==> src/rtl/dm_axi_slave.sv <==
// -----------------------------------------------------------------------------
// dm_axi_slave
//   AXI slave wrapper for the data-memory SRAM. Accepts single and INCR/FIXED
//   bursts of 4-byte beats, one transaction at a time. Each transaction is
//   turned into SRAM cycles: active-low CEB/WEB, and read data that is
//   registered one cycle after the access. R and B responses carry the ID
//   captured at the address handshake.
//
// Ports
//   clk, rst_n                 clock, asynchronous active-low reset
//   AW*/W*/B*                  AXI write address, data and response channels
//   AR*/R*                     AXI read address and data channels
//   CEB, WEB, A, DI            SRAM chip enable, byte write enables, word
//                              address and write data (all active-low enables)
//   DO                         SRAM read data (held while CEB=1)
//
// Configuration
//   DM_SLV_ADDR_CHK_EN  When defined, a transaction with non-zero address bits
//                       above the SRAM range gets SLVERR. None of its beats
//                       touch the SRAM, and its read data is zero. When
//                       undefined, the upper address bits are ignored.
// -----------------------------------------------------------------------------
module dm_axi_slave #(
  parameter int ID_W    = 8,
  parameter int ADDR_W  = 32,
  parameter int DATA_W  = 32,
  parameter int LEN_W   = 4,
  parameter int SRAM_AW = 14
) (
  input  logic               clk,
  input  logic               rst_n,
  input  logic [ID_W-1:0]    AWID,
  input  logic [ADDR_W-1:0]  AWADDR,
  input  logic [LEN_W-1:0]   AWLEN,
  input  logic [2:0]         AWSIZE,
  input  logic [1:0]         AWBURST,
  input  logic               AWVALID,
  output logic               AWREADY,
  input  logic [DATA_W-1:0]  WDATA,
  input  logic [3:0]         WSTRB,
  input  logic               WLAST,
  input  logic               WVALID,
  output logic               WREADY,
  output logic [ID_W-1:0]    BID,
  output logic [1:0]         BRESP,
  output logic               BVALID,
  input  logic               BREADY,
  input  logic [ID_W-1:0]    ARID,
  input  logic [ADDR_W-1:0]  ARADDR,
  input  logic [LEN_W-1:0]   ARLEN,
  input  logic [2:0]         ARSIZE,
  input  logic [1:0]         ARBURST,
  input  logic               ARVALID,
  output logic               ARREADY,
  output logic [ID_W-1:0]    RID,
  output logic [DATA_W-1:0]  RDATA,
  output logic [1:0]         RRESP,
  output logic               RLAST,
  output logic               RVALID,
  input  logic               RREADY,
  output logic               CEB,
  output logic [3:0]         WEB,
  output logic [SRAM_AW-1:0] A,
  output logic [DATA_W-1:0]  DI,
  input  logic [DATA_W-1:0]  DO
);

  // state   | meaning
  // IDLE    | waiting for AW or AR; write has priority
  // RD_ADDR | SRAM read strobe for the current beat
  // RD_DATA | RVALID with SRAM data, held until RREADY
  // WR_DATA | WREADY; each W beat is written to the SRAM in the same cycle
  // WR_RESP | BVALID held until BREADY
  typedef enum logic [2:0] {IDLE, RD_ADDR, RD_DATA, WR_DATA, WR_RESP} state_t;

  state_t             state_q, state_d;
  logic [ID_W-1:0]    id_q;
  logic [SRAM_AW-1:0] addr_q;
  logic [LEN_W-1:0]   len_q;
  logic [LEN_W-1:0]   beat_q;
  logic               incr_q;
  logic               err_q;
  logic               aw_oor, ar_oor;
  logic               beat_adv;
  logic               last_beat;

`ifdef DM_SLV_ADDR_CHK_EN
  assign aw_oor = |AWADDR[ADDR_W-1:SRAM_AW+2];
  assign ar_oor = |ARADDR[ADDR_W-1:SRAM_AW+2];
`else
  assign aw_oor = 1'b0;
  assign ar_oor = 1'b0;
  logic unused_hi;
  assign unused_hi = ^{AWADDR[ADDR_W-1:SRAM_AW+2], ARADDR[ADDR_W-1:SRAM_AW+2]};
`endif

  // Beat size is fixed at 4 bytes and the burst ends on the beat count.
  // The size fields, WLAST and the byte-offset address bits are not used.
  logic unused_in;
  assign unused_in = ^{AWSIZE, ARSIZE, WLAST, AWADDR[1:0], ARADDR[1:0]};

  assign last_beat = (beat_q == len_q);
  assign beat_adv  = ((state_q == RD_DATA) && RREADY) ||
                     ((state_q == WR_DATA) && WVALID);

  assign A     = addr_q;
  assign BID   = id_q;
  assign RID   = id_q;
  assign BRESP = err_q ? 2'b10 : 2'b00;
  assign RRESP = err_q ? 2'b10 : 2'b00;

  always_ff @(posedge clk or negedge rst_n) begin
    if (!rst_n) state_q <= IDLE;
    else        state_q <= state_d;
  end

  always_comb begin
    state_d = state_q;
    AWREADY = 1'b0;
    ARREADY = 1'b0;
    WREADY  = 1'b0;
    BVALID  = 1'b0;
    RVALID  = 1'b0;
    RLAST   = 1'b0;
    RDATA   = '0;
    CEB     = 1'b1;
    WEB     = 4'hF;
    DI      = '0;
    case (state_q)
      IDLE: begin
        AWREADY = 1'b1;
        ARREADY = !AWVALID;
        if (AWVALID)      state_d = WR_DATA;
        else if (ARVALID) state_d = RD_ADDR;
      end
      RD_ADDR: begin
        CEB     = err_q;
        state_d = RD_DATA;
      end
      RD_DATA: begin
        // CEB stays high here, so DO (and therefore RDATA) holds until RREADY.
        RVALID = 1'b1;
        RLAST  = last_beat;
        RDATA  = err_q ? '0 : DO;
        if (RREADY) state_d = last_beat ? IDLE : RD_ADDR;
      end
      WR_DATA: begin
        WREADY = 1'b1;
        if (WVALID) begin
          CEB = err_q;
          WEB = err_q ? 4'hF : ~WSTRB;
          DI  = WDATA;
          if (last_beat) state_d = WR_RESP;
        end
      end
      WR_RESP: begin
        BVALID = 1'b1;
        if (BREADY) state_d = IDLE;
      end
      default: state_d = IDLE;
    endcase
  end

  always_ff @(posedge clk or negedge rst_n) begin
    if (!rst_n) begin
      id_q   <= '0;
      addr_q <= '0;
      len_q  <= '0;
      beat_q <= '0;
      incr_q <= 1'b0;
      err_q  <= 1'b0;
    end else if (state_q == IDLE && AWVALID) begin
      id_q   <= AWID;
      addr_q <= AWADDR[SRAM_AW+1:2];
      len_q  <= AWLEN;
      beat_q <= '0;
      incr_q <= (AWBURST != 2'b00);   // WRAP and reserved behave as INCR
      err_q  <= aw_oor;
    end else if (state_q == IDLE && ARVALID) begin
      id_q   <= ARID;
      addr_q <= ARADDR[SRAM_AW+1:2];
      len_q  <= ARLEN;
      beat_q <= '0;
      incr_q <= (ARBURST != 2'b00);
      err_q  <= ar_oor;
    end else if (beat_adv) begin
      beat_q <= beat_q + LEN_W'(1);
      if (incr_q) addr_q <= addr_q + SRAM_AW'(1);   // wraps at SRAM depth
    end
  end

endmodule

==> config.mk <==
export PLATFORM = sky130hd
export DESIGN_NAME = dm_axi_slave
export DESIGN_NICKNAME = d
export VERILOG_FILES = /design/src/rtl/dm_axi_slave.sv
export SDC_FILE = /design/constraint.sdc
export NUM_CORES = 1
export LEC_CHECK = 0
export BUFFER_PORTS_ARGS = -buffer_cell sky130_fd_sc_hd__buf_2
export CORE_AREA = 2 2 110 112
export DETAILED_ROUTE_END_ITERATION = 8
export DIE_AREA = 0 0 112 114
export PLACE_DENSITY = 0.63
export SETUP_SLACK_MARGIN = 0.4
export SYNTH_ARGS = -nofsm -noshare
export SYNTH_HDL_FRONTEND = slang
export SYNTH_SLANG_ARGS = --single-unit
==> constraint.sdc <==
create_clock -name clk -period 5.1 [get_ports clk]
set_input_delay 1.02 -clock clk [delete_from_list [all_inputs] [get_ports clk]]
set_output_delay 1.02 -clock clk [all_outputs]
set_load 0.05 [all_outputs]
After elaboration in Yosys (flattened, before gate mapping):

Cells that the tools add are included.

* bits in registers: 35
* input port bits: 174
* output and inout bits: 109
* logic and storage cells: 73

* $add $sub $neg: 2
* equal/unequal tests: 10
* mux-type cells: 39
* bitwise gates (word level): 1
* reductions and logical operators: 14

Operators by type and width (number)
* 32-bit 2-to-1 mux: 4
* 14-bit 2-to-1 mux: 4
* 4-bit 2-to-1 mux: 8
* 3-bit 2-to-1 mux: 6
* 8-bit 2-to-1 mux: 2
* 3-bit case mux with 5 select lines: 1
* 14-bit by 1-bit adder with 14-bit output (second input constant): 1
* 1-bit 2-to-1 mux: 12
* 2-bit != test (second input constant): 4
* 3-bit by 2-bit == test with 1-bit output (second input constant): 2
* 2-bit nonzero test: 3
* 3-bit nonzero test: 2
* 5-bit AND reduction: 1
* 4-bit by 1-bit adder with 4-bit output (second input constant): 1
* 4-bit == test: 1
* 1-bit logical AND: 4
* 4-bit NOT: 1
* 3-bit by 1-bit == test with 1-bit output (second input constant): 1
* 3-bit == test (second input constant): 1
* 3-bit logical NOT: 1
* 3-bit != test (second input constant): 1
* 2-bit 2-to-1 mux: 1
* 1-bit case mux with 2 select lines: 1
* 2-bit AND reduction: 1
* other kinds (2): 2

Logic depth before layout (Yosys ltp):

Gate-level depths: netlist of the first run.

* depth in word-level cells: 6
* gate-level depth with buffers: 7
* mapped depth without buffers: 5

Worst setup path after synthesis of the first run:

Ideal clock, no wire load.

* path kind: register to output
* from: register state_q[1]
* to: output RLAST
* data arrival time: 2066 ps
* setup slack: 2014 ps
* stages on the path, launching flop included: 8
* path buffers: 3
* path through: dfrtp_1 -> buf_6 -> nor2b_1 -> buf_2 -> nor2b_1 -> buf_2 -> inv_1 -> nor2_1

* cells in the longest elaborated chain, start to end: 2

RTL lines
* start: declaration: line 76 `state_t state_q, state_d;`
* start signal: assignment: line 114 `else state_q <= state_d;`
* 3-bit by 2-bit == test with 1-bit output: line 129 `case (state_q)`
* 1-bit 2-to-1 mux: line 129
* end: declaration: line 58 `output logic RLAST,`

No other way between the ends.

Final worst setup path of the first run:

* from: register state_q[1]
* to: output DI[7]

* cells in the longest elaborated chain, start to end: 2

RTL lines
* 3-bit by 2-bit == test with 1-bit output: line 129
* 32-bit 2-to-1 mux: line 129
* end: declaration: line 64 `output logic [DATA_W-1:0] DI,`

No other way between the ends.

==> run_results.csv, run 1 <==
group,metric,value,unit
status,run_status,"completed",
clocking,clock_latency,0.28,ns
final_layout,layout_net_count,741,
clocking,cts_hold_buffers,0,
grt,grt_pass1_vias,2997,
pwr,cellPowerDensity,710,nW/um^2
timing,achievable-frequency,0.265,GHz
grt,antenna_violations_before_repair,3,
timing,grt_setup_unrepaired,"no",
yosys,synthCells,350,
critical_path,critPathCaptureType,"output pin",
floorplanning,floorplan.die_area,12800,sq um
clocking,htreeDepth,2,
place,port-buffer-count,235,
clocking,clock_path_buffers,2,
floorplanning,boundaryPins,283,
routing,route.antenna.remaining_nets,0,
clocking,clockRootBuffer,"sky130_fd_sc_hd__clkbuf_16",
clocking,cts-resized-gates,0,
yosys,postSynth.topFlopCell,"sky130_fd_sc_hd__dfrtp_1",
hold_path,class_of_the_worst_hold_path,"flip-flop to flip-flop",
floorplanning,core,11700,sq um
clocking,tritoncts.num_buffers,5,
hold_path,hold_depth,2,
floorplanning,core.rowCount,40,
timing,setup_violations,0,
clocking,cts.clk_slew.worst_paths,0.06,ns
yosys,synth-edff-count,0,
timing,fin_hold_ws,0.553,ns
timing,fin_setup_tns,0,ns
flow_run,max-cap-violations,0,
routing,drc_marker_count_from_the_first_detailed_route_iteration,196,
yosys,syn-cell-area,2780,sq um
place,dp_hpwl,8610,microns
routing,routed_wire_length,10700,microns
pwr,peakVddDrop,0.423,mV
timing,timing.clock.skew,0.00271,ns
timing,worst_slew_margin_rel,36.4,%
critical_path,start_kind,"flip-flop",
timing,fin_crit_sh,73.9,%
yosys,ys_types,55,
place,placer_congestion,0.828,
pwr,total_leakage_power,2.20,nW
critical_path,worst-endpoint-arrival,2.75,ns
yosys,synthesis.area_per_instance,7.94,sq um
grt,grt_start_max_net_pins,38,
critical_path,critPathKind,"flip-flop to output pin",
floorplanning,dieWidth,112,microns
grt,grt.overflow.total,0,
yosys,yosys_warnings,0,
timing,fin_crit,3.77,ns
yosys,ys_seq_area_share,30.6,%
grt,grt_first_pass_wirelength,16000,microns
timing,worst_slew_pin_slew,0.954,ns
yosys,asyncSetResetFlopFracSynth,100,%
clocking,cts_tree,"built",
critical_path,path_max_fanout,37,
timing,report.final.hold_viol_count,0,
yosys,synth-seq-cells,34,
floorplanning,floorplan.initialDensity,23.7,%
final_layout,antenna_cells,0,
routing,wl_per_cell,15.0,microns
routing,drt_drc_violations_left,0,
routing,vias_per_cell,4.62,
critical_path,critPathRequiredTime,4.08,ns
clocking,post-cts-setup-buffers,0,
routing,vias_post_dr,3291,
timing,report.final.slew_viol_count,0,
floorplanning,die_height,114,microns
critical_path,worst_reg_to_reg_cells,4,
final_layout,drive_gt1_share,46.1,%
final_layout,flow.area_growth_from_synthesis,50.0,%
clocking,cts.sink_count,34,
grt,groute.usage.overall,15.7,%
routing,detail_route.first_pass.iterations,5,
==> final cells by class <==
cell class	instances	area, sq um
clock buffers	6	139
clock inverters	2	60.1
fillers	1238	7550
inverters	10	38.8
multi-input cells	276	1690
flip-flops and latches	34	851
well taps	147	184
repair buffers	238	1200
==> routing by layer <==
metal,track usage (%),vias up,wire [microns]
met1,19.0,1500,4420
met5,0,-,0
met4,3.74,0,146
met3,2.18,17,679
met2,29.6,157,5480
li1,-,1617,-
==> flip-flops by register name (all words and copies together), names as in the netlist <==
name and cells:
len_q 4, incr_q 1, beat_q 4, state_q 3, BID 8, A 14
==> power by group <==
part / leakage [nW] / internal [W] / switching (W)
registers: 0.400 / 0.000397 / 0.000164
logic: 1.71 / 0.000531 / 0.00145
clock network: 0.0971 / 0.000293 / 0.000116
==> critical path, cell delays in order (launching register included) <==
cell and delay, ns:
sky130_fd_sc_hd__dfrtp_1 0.56, sky130_fd_sc_hd__nor2b_1 0.51, sky130_fd_sc_hd__and3_1 0.88, sky130_fd_sc_hd__and2_1 0.25
sky130_fd_sc_hd__buf_2 0.27
==> path summary, 6_finish.rpt <==
| check | slack (ns) | startpoint | to |
|---|---|---|---|
| max | 1.33 | state_q[1] | DI[7] |
| max reg2reg | 2.79 | state_q[1] | state_q[2] |
| max in group asynchronous | 3.77 | rst_n | len_q[3] |
| min reg2reg | 0.55 | BID[5] | BID[5] |
| min in group asynchronous | 0.82 | rst_n | A[10] |
| min | 0.55 | BID[5] | BID[5] |
==> per-stage QoR <==
step                cell area, sq um  std cells  worst slack, ns  power (W)  util [%]
detailed placement              3970        705             1.54    0.00256      33.9
global route                    4170        713             1.11    0.00312      35.6
finish                          4170        713             1.33    0.00296      35.6
floorplan                       2790        353             2.01    0.00216         -
global placement                3970        705             1.61    0.00254      33.9
CTS                             4170        713             1.26    0.00298      35.6
==> cell families after synthesis <==
kind of cell | after synthesis | synth area share, %
XOR/XNOR | 11 | 3.47
adder cells (fa/ha/maj) | 2 | 0.901
AO/OA/AOI/OAI | 67 | 17.7
other | 1 | 0.135
AND/OR/NAND/NOR | 188 | 36.2
multiplexers | 4 | 1.94
buffers and inverters | 43 | 9.10
flip-flops | 34 | 30.6
==> cell usage in the layout (no fill, tap or decap), types with 5 or more instances in the layout <==
master	count
sky130_fd_sc_hd__a21oi_1	9
sky130_fd_sc_hd__a22oi_1	5
sky130_fd_sc_hd__a31oi_1	15
sky130_fd_sc_hd__and2_1	66
sky130_fd_sc_hd__buf_2	235
sky130_fd_sc_hd__clkbuf_16	5
sky130_fd_sc_hd__dfrtp_1	34
sky130_fd_sc_hd__inv_1	9
sky130_fd_sc_hd__nand2_1	42
sky130_fd_sc_hd__nand3_1	9
sky130_fd_sc_hd__nor2_1	35
sky130_fd_sc_hd__nor2b_1	5
sky130_fd_sc_hd__nor3_1	5
sky130_fd_sc_hd__o21ai_1	6
sky130_fd_sc_hd__o22ai_1	6
sky130_fd_sc_hd__xnor2_1	6
sky130_fd_sc_hd__xor2_1	5
==> cell usage after synthesis (9+ instances only) <==
cell type,n,area (sq um)
sky130_fd_sc_hd__a21oi_1,9,45.0
sky130_fd_sc_hd__a31oi_1,15,93.8
sky130_fd_sc_hd__and2_1,66,413
sky130_fd_sc_hd__buf_2,9,45.0
sky130_fd_sc_hd__buf_4,13,97.6
sky130_fd_sc_hd__dfrtp_1,34,851
sky130_fd_sc_hd__inv_1,9,33.8
sky130_fd_sc_hd__nand2_1,42,158
sky130_fd_sc_hd__nand3_1,9,45.0
sky130_fd_sc_hd__nor2_1,35,131
Note: power is estimated with default switching activity, not from simulation.
==> inputs of run 2 (changes only) <==
--- a/config.mk
+++ b/config.mk
@@ -5,11 +5,12 @@
 export SDC_FILE = /design/constraint.sdc
 export NUM_CORES = 1
 export LEC_CHECK = 0
+export ABC_AREA = 1
 export BUFFER_PORTS_ARGS = -buffer_cell sky130_fd_sc_hd__buf_2
-export CORE_AREA = 2 2 110 112
+export CORE_AREA = 2 2 109 111
 export DETAILED_ROUTE_END_ITERATION = 8
-export DIE_AREA = 0 0 112 114
-export PLACE_DENSITY = 0.63
+export DIE_AREA = 0 0 111 113
+export PLACE_DENSITY = 0.68
 export SETUP_SLACK_MARGIN = 0.4
 export SYNTH_ARGS = -nofsm -noshare
 export SYNTH_HDL_FRONTEND = slang
==> constraint.sdc (replaced) <==
create_clock -name clk -period 3.3 [get_ports clk]
set_input_delay 0.66 -clock clk [delete_from_list [all_inputs] [get_ports clk]]
set_output_delay 0.66 -clock clk [all_outputs]
set_load 0.05 [all_outputs]
==> run_results.csv, run 2 <==
group,metric,value,unit
final_layout,layoutNonFillerInstCount,866,
yosys,postSynth.topFlopCell,"sky130_fd_sc_hd__dfrtp_1",
yosys,synthCells,507,
timing,worst_slew_margin_rel,46.3,%
clocking,tritoncts.num_buffers,5,
timing,timing.clock.skew,0.00408,ns
clocking,clock_path_buffers,2,
pwr,power.clock.fraction,10.8,%
critical_path,critical_path.reg2reg.endpoint,"len_q[3]",
yosys,ys_seq_area_share,28.3,%
timing,setup_ws,0.683,ns
floorplanning,boundaryPins,283,
routing,vias_post_dr,3660,
timing,fin_crit_sh,79.3,%
grt,grt_first_pass_wirelength,16100,microns
yosys,synthesis.area_per_instance,5.92,sq um
floorplanning,floorplan.die_area,12500,sq um
place,post-place-cells,858,
timing,grt_setup_unrepaired,"no",
grt,grt.overflow.total,0,
pwr,switching_power,0.00278,W
clocking,cts_tree,"built",
status,run_status,"completed",
timing,fin_setup_tns,0,ns
clocking,cts_hold_buffers,0,
floorplanning,dieWidth,111,microns
pwr,share_seq_of_total_power,19.1,%
critical_path,worst-endpoint-arrival,1.96,ns
yosys,yosys.cell_count.top_type,"sky130_fd_sc_hd__nand2_1",
place,dp_hpwl,8040,microns
yosys,synth_top_cells_by_count,"125 x sky130_fd_sc_hd__nand2_1, 116 x sky130_fd_sc_hd__nor2_1, 93 x sky130_fd_sc_hd__inv_1",
clocking,htreeDepth,2,
final_layout,layout_common_cells,"235 x sky130_fd_sc_hd__buf_2, 125 x sky130_fd_sc_hd__nand2_1, 116 x sky130_fd_sc_hd__nor2_1, 93 x sky130_fd_sc_hd__inv_1, 34 x sky130_fd_sc_hd__dfrtp_1",
critical_path,critPathRequiredTime,2.64,ns
final_layout,number_of_flip_flops_in_the_largest_register,14,
floorplanning,core,11300,sq um
place,port-buffer-count,235,
timing,setup_violations,0,
clocking,clock_latency,0.27,ns
routing,vias_per_cell,4.23,
routing,detail_route.first_pass.iterations,4,
final_layout,filler_cell_count,1268,
clocking,post-cts-setup-buffers,0,
final_layout,final_common_cell,"sky130_fd_sc_hd__buf_2",
yosys,synth-seq-cells,34,
timing,achievable-frequency,0.382,GHz
final_layout,layout_net_count,898,
grt,antenna_violations_before_repair,0,
clocking,cts.clk_slew.worst_paths,0.06,ns
timing,worst_slew_pin_slew,0.805,ns
grt,grt_pass1_vias,3328,
routing,route.antenna.remaining_nets,0,
critical_path,path_max_fanout,35,
yosys,synth-edff-count,0,
routing,wl_per_cell,11.8,microns
pwr,cellPowerDensity,1030,nW/um^2
pwr,p_sw_share,62.7,%
critical_path,setup.reg_to_reg.worst_slack,1.23,ns
final_layout,drive_gt1_share,36.2,%
timing,fin_crit,2.62,ns
place,place_ws,0.879,ns
critical_path,cp_cell_sequence,"nand4_4 > inv_1 > nand2_1 > buf_2",
timing,report.final.hold_viol_count,0,
floorplanning,floorplan.initialDensity,26.6,%
critical_path,cp_slowest_cell,"sky130_fd_sc_hd__dfrtp_1",
critical_path,critical_path.max_stage_delay,0.61,ns
hold_path,class_of_the_worst_hold_path,"input port to asynchronous set/reset pin",
yosys,synth_area_leader_cell,"sky130_fd_sc_hd__dfrtp_1",
pwr,peakVddDrop,0.478,mV
floorplanning,core.rowCount,39,
routing,drc_marker_count_from_the_first_detailed_route_iteration,128,
pwr,total_leakage_power,2.80,nW
flow_run,max-cap-violations,0,
yosys,area_share_of_the_leading_cell_type_in_the_synthesized_netlist,28.3,%
critical_path,critPathKind,"flip-flop to output pin",
yosys,yosys_warnings,0,
place,placer_congestion,0.754,
grt,grt_start_max_net_pins,42,
clocking,clockRootBuffer,"sky130_fd_sc_hd__clkbuf_16",
final_layout,finish.utilization,38.3,%
floorplanning,die_height,113,microns
clocking,cts-resized-gates,0,
critical_path,worst_r2r_src,"state_q[0]",
critical_path,worst_reg_to_reg_cells,6,
routing,routed_wire_length,10200,microns
yosys,syn-cell-area,3000,sq um
critical_path,critPathCaptureType,"output pin",
pwr,power.combinational.fraction,70.1,%
pwr,power.internal,0.00166,W
routing,drt_drc_violations_left,0,
yosys,yosys-top-cells-area,"sky130_fd_sc_hd__dfrtp_1 28%, sky130_fd_sc_hd__nand2_1 16%, sky130_fd_sc_hd__nor2_1 15%",
critical_path,start_kind,"flip-flop",
final_layout,antenna_cells,0,
clocking,cts.sink_count,34,
timing,report.final.slew_viol_count,0,
yosys,asyncSetResetFlopFracSynth,100,%
yosys,ys_types,36,
final_layout,flow.area_growth_from_synthesis,43.7,%
grt,groute.usage.overall,15.6,%
run 2: cell types whose count changed after synthesis, sizes merged, moves of 7 or more:
cell	before	now
and2	67	0
a21oi	11	4
a31oi	15	2
inv	9	98
nor2	36	120
nand2	42	128
o21ai	9	28
nand3	9	35
run 2: layout make-up:
cell class / count / area (sq um) / share of cell area (%)
clock inverter: 2 / 12.5 / 0.290
timing repair buffer: 236 / 1180 / 27.4
clock buffer: 6 / 139 / 3.22
sequential: 34 / 851 / 19.7
multi-input combinational: 347 / 1580 / 36.7
inverter: 98 / 368 / 8.53
tap: 143 / 179 / 4.15
run 2: how the worst max path moves through the flow:
stage / to / slack, ns / depth (start not counted) / startpoint
floorplan: RDATA[10] / 0.54 / 6 / state_q[2]
global placement: WEB[3] / 0.89 / 5 / WVALID
detailed placement: WEB[3] / 0.88 / 5 / WVALID
CTS: RDATA[2] / 0.67 / 5 / state_q[1]
global route: WEB[1] / 0.52 / 4 / state_q[1]
finish: WEB[1] / 0.68 / 4 / state_q[1]
run 2: metal layers:
layer  wire, microns  global-route usage, %
met1            4340                   19.0
met3             703                   3.16
met2            5080                   28.6
met5               0                      0
met4              75                   3.25
run 2: power by group through the flow:
stage | combinational, W | clock (W) | sequential (W)
2_1_floorplan | 0.00220 | 0 | 0.00122
3_3_place_gp | 0.00312 | 0 | 0.000847
3_5_place_dp | 0.00314 | 0 | 0.000856
4_1_cts | 0.00315 | 0.000495 | 0.000849
5_1_grt | 0.00338 | 0.000516 | 0.000885
6_report | 0.00311 | 0.000479 | 0.000850
run 2: cells by family (layout without fill, tap and decap cells):
logic type                 after synthesis  after routing  share of synthesized area, %
and+or+nand+nor                        297            297                          42.8
adders and majority gates                2              2                         0.834
other                                    1              4                         0.125
xor gates and xnor gates                 2              2                         0.584
DFF                                     34             34                          28.3
AOI/OAI and AO/OA                       42             42                          7.96
buffers and inverters                  129            342                          19.3
run 2: metrics by stage:
step | instance area [sq um] | power [W] | hold WS, ns
floorplan | 3010 | 0.00342 | 0.364
global placement | 4160 | 0.00397 | 0.487
detailed placement | 4160 | 0.00400 | 0.486
CTS | 4310 | 0.00450 | 0.501
global route | 4310 | 0.00478 | 0.534
finish | 4310 | 0.00444 | 0.472
run 2: critical path, delay by kind of cell, from the launching register on:
kind                   cells  cell delay [ns]
and+or+nand+nor            2             0.57
DFF                        1             0.61
buffers and inverters      2             0.48
==> inputs of run 3 (changes only) <==
==> constraint.sdc (replaced) <==
create_clock -name clk -period 2.2 [get_ports clk]
set_input_delay 0.44 -clock clk [delete_from_list [all_inputs] [get_ports clk]]
set_output_delay 0.44 -clock clk [all_outputs]
set_load 0.05 [all_outputs]
==> run_results.csv, run 3 (synthesis results as in run 2) <==
group,metric,value,unit
critical_path,critical_path.max_stage_delay,0.42,ns
floorplanning,boundaryPins,283,
clocking,clock_path_buffers,2,
pwr,power.combinational.fraction,74.4,%
status,run_status,"completed",
place,placer_congestion,0.776,
grt,grt_first_pass_wirelength,16900,microns
timing,fin_setup_tns,0,ns
floorplanning,core.rowCount,39,
routing,wl_per_cell,13.1,microns
critical_path,critical_path.endpoint,"WEB[0]",
final_layout,layout_net_count,939,
timing,achievable-frequency,0.512,GHz
clocking,cts_hold_buffers,0,
floorplanning,core,11300,sq um
routing,routed_wire_length,11900,microns
critical_path,cp_slowest_cell,"sky130_fd_sc_hd__dfrtp_2",
clocking,clockRootBuffer,"sky130_fd_sc_hd__clkbuf_16",
critical_path,worst-endpoint-arrival,1.51,ns
floorplanning,floorplan.initialDensity,26.6,%
routing,vias_post_dr,3903,
final_layout,seqCellArea,853,sq um
timing,fin_crit_sh,88.7,%
final_layout,finish.utilization,50.3,%
routing,drt_drc_violations_left,0,
timing,setup_violations,0,
place,post_dp_cell_area,4500,sq um
grt,grt_pass1_vias,3574,
clocking,clock_latency,0.28,ns
critical_path,startpoint,"state_q[2]",
place,dp_hpwl,7740,microns
clocking,cts.clk_slew.worst_paths,0.06,ns
grt,grt.overflow.total,0,
flow_run,max-cap-violations,0,
final_layout,final_common_cell,"sky130_fd_sc_hd__buf_2",
pwr,switching_power,0.00480,W
grt,grt_use_met2,30.7,%
pwr,power.internal,0.00368,W
critical_path,cp_cell_sequence,"inv_4 > nand4_4 > buf_12 > inv_1 > nand2_1 > buf_4",
critical_path,critical_path.reg2reg.endpoint,"len_q[0]",
pwr,power.clock.fraction,11.1,%
final_layout,number_of_flip_flops_in_the_largest_register,14,
grt,globalRoute.busiestLayer,"met2",
grt,groute.layer.met1.usage,18.7,%
routing,route.antenna.remaining_nets,0,
grt,antenna_violations_before_repair,0,
routing,drc_marker_count_from_the_first_detailed_route_iteration,134,
place,port-buffer-count,235,
timing,timing.clock.skew,0.00440,ns
floorplanning,die_height,113,microns
critical_path,path_max_fanout,18,
pwr,cellPowerDensity,1490,nW/um^2
clocking,cts_tree,"built",
final_layout,layout_common_cells,"160 x sky130_fd_sc_hd__buf_2, 123 x sky130_fd_sc_hd__nand2_1, 91 x sky130_fd_sc_hd__inv_1, 71 x sky130_fd_sc_hd__nor2_1, 57 x sky130_fd_sc_hd__buf_6",
clocking,htreeDepth,2,
grt,groute.usage.overall,16.0,%
grt,grt_start_max_net_pins,27,
floorplanning,dieWidth,111,microns
timing,grt_setup_unrepaired,"yes",
critical_path,critPathCaptureType,"output pin",
final_layout,antenna_cells,0,
critical_path,critPathRequiredTime,1.76,ns
clocking,tritoncts.num_buffers,5,
critical_path,worst_reg_to_reg_cells,9,
routing,vias_per_cell,4.30,
grt,met3_usage,2.73,%
routing,detail_route.first_pass.iterations,4,
pwr,total_leakage_power,3.16,nW
critical_path,critPathKind,"flip-flop to output pin",
floorplanning,floorplan.die_area,12500,sq um
timing,fin_crit,1.95,ns
critical_path,worst_r2r_src,"state_q[1]",
final_layout,drive_gt1_share,46.5,%
pwr,peakVddDrop,1.08,mV
timing,report.final.slew_viol_count,0,
final_layout,flow.area_growth_from_synthesis,89.0,%
final_layout,final_cell_area,5670,sq um
hold_path,class_of_the_worst_hold_path,"input port to asynchronous set/reset pin",
pwr,finalPower,0.00848,W
pwr,share_seq_of_total_power,14.5,%
critical_path,start_kind,"flip-flop",
pwr,p_sw_share,56.6,%
clocking,cts.sink_count,34,
timing,report.final.hold_viol_count,0,
final_layout,multiInputGateArea,1970,sq um
final_layout,filler_cell_count,1075,
critical_path,setup.reg_to_reg.worst_slack,0.39,ns
[run 3: changes by cell type in the layout (fill, tap and decap cells not counted), sizes merged]
cell / previous run / this run
buf: 236 / 270
bufinv: 0 / 2
clkbuf: 6 / 8
clkinvlp: 1 / 2
nand2: 128 / 129
nand3: 35 / 36
[run 3: worst min-delay path by stage]
stage | end | slack [ns] | cells after the start
floorplan | A[0] | 0.14 | 0
global placement | A[8] | 0.41 | 1
detailed placement | A[8] | 0.42 | 1
CTS | A[12] | 0.12 | 1
global route | A[8] | 0.14 | 1
finish | A[8] | 0.11 | 1
[run 3: critical path, delay by kind of cell, from the launching register on]
kind / cells / cell delay [ns]
AND/OR/NAND/NOR: 2 / 0.22
flip-flops: 1 / 0.42
buffers and inverters: 4 / 0.60
[run 3: layer usage]
layer  routed length, microns  part of all wire, %
met5                        0                    0
met4                       85                 0.72
met3                      608                  5.1
met1                     4820                   41
met2                     6340                   53
[run 3: layout make-up]
cell class,instances,area share [%]
multi-input cells,349,34.7
repair buffers,273,36.1
clock inverters,3,1.21
clock buffers,5,2.21
flip-flops and latches,34,15.0
inverters,98,7.10
repair inverters,2,0.419
well taps,143,3.15
[run 3: what timing repair did]
action,in CTS,in global routing
setup endpoints to repair,92,102
gates cloned,2,5
buffers inserted,7,21
pin swaps,1,5
resized for setup,131,66
[run 3: power by group through the flow]
stage	Combinational, W	Clock [W]	Sequential (W)
finish	0.00631	0.000939	0.00123
global route	0.00676	0.000975	0.00128
CTS	0.00565	0.000956	0.00123
detailed placement	0.00510	0	0.00125
global placement	0.00508	0	0.00124
floorplan	0.00371	0	0.00183
[run 3: metrics by stage]
step           std cells  worst slack, ns  hold WS (ns)
5_1_grt              907            0.166         0.139
6_report             907            0.248         0.111
3_3_place_gp         864            0.164         0.412
3_5_place_dp         864            0.147         0.415
2_1_floorplan        510            0.155         0.144
4_1_cts              881            0.277         0.119
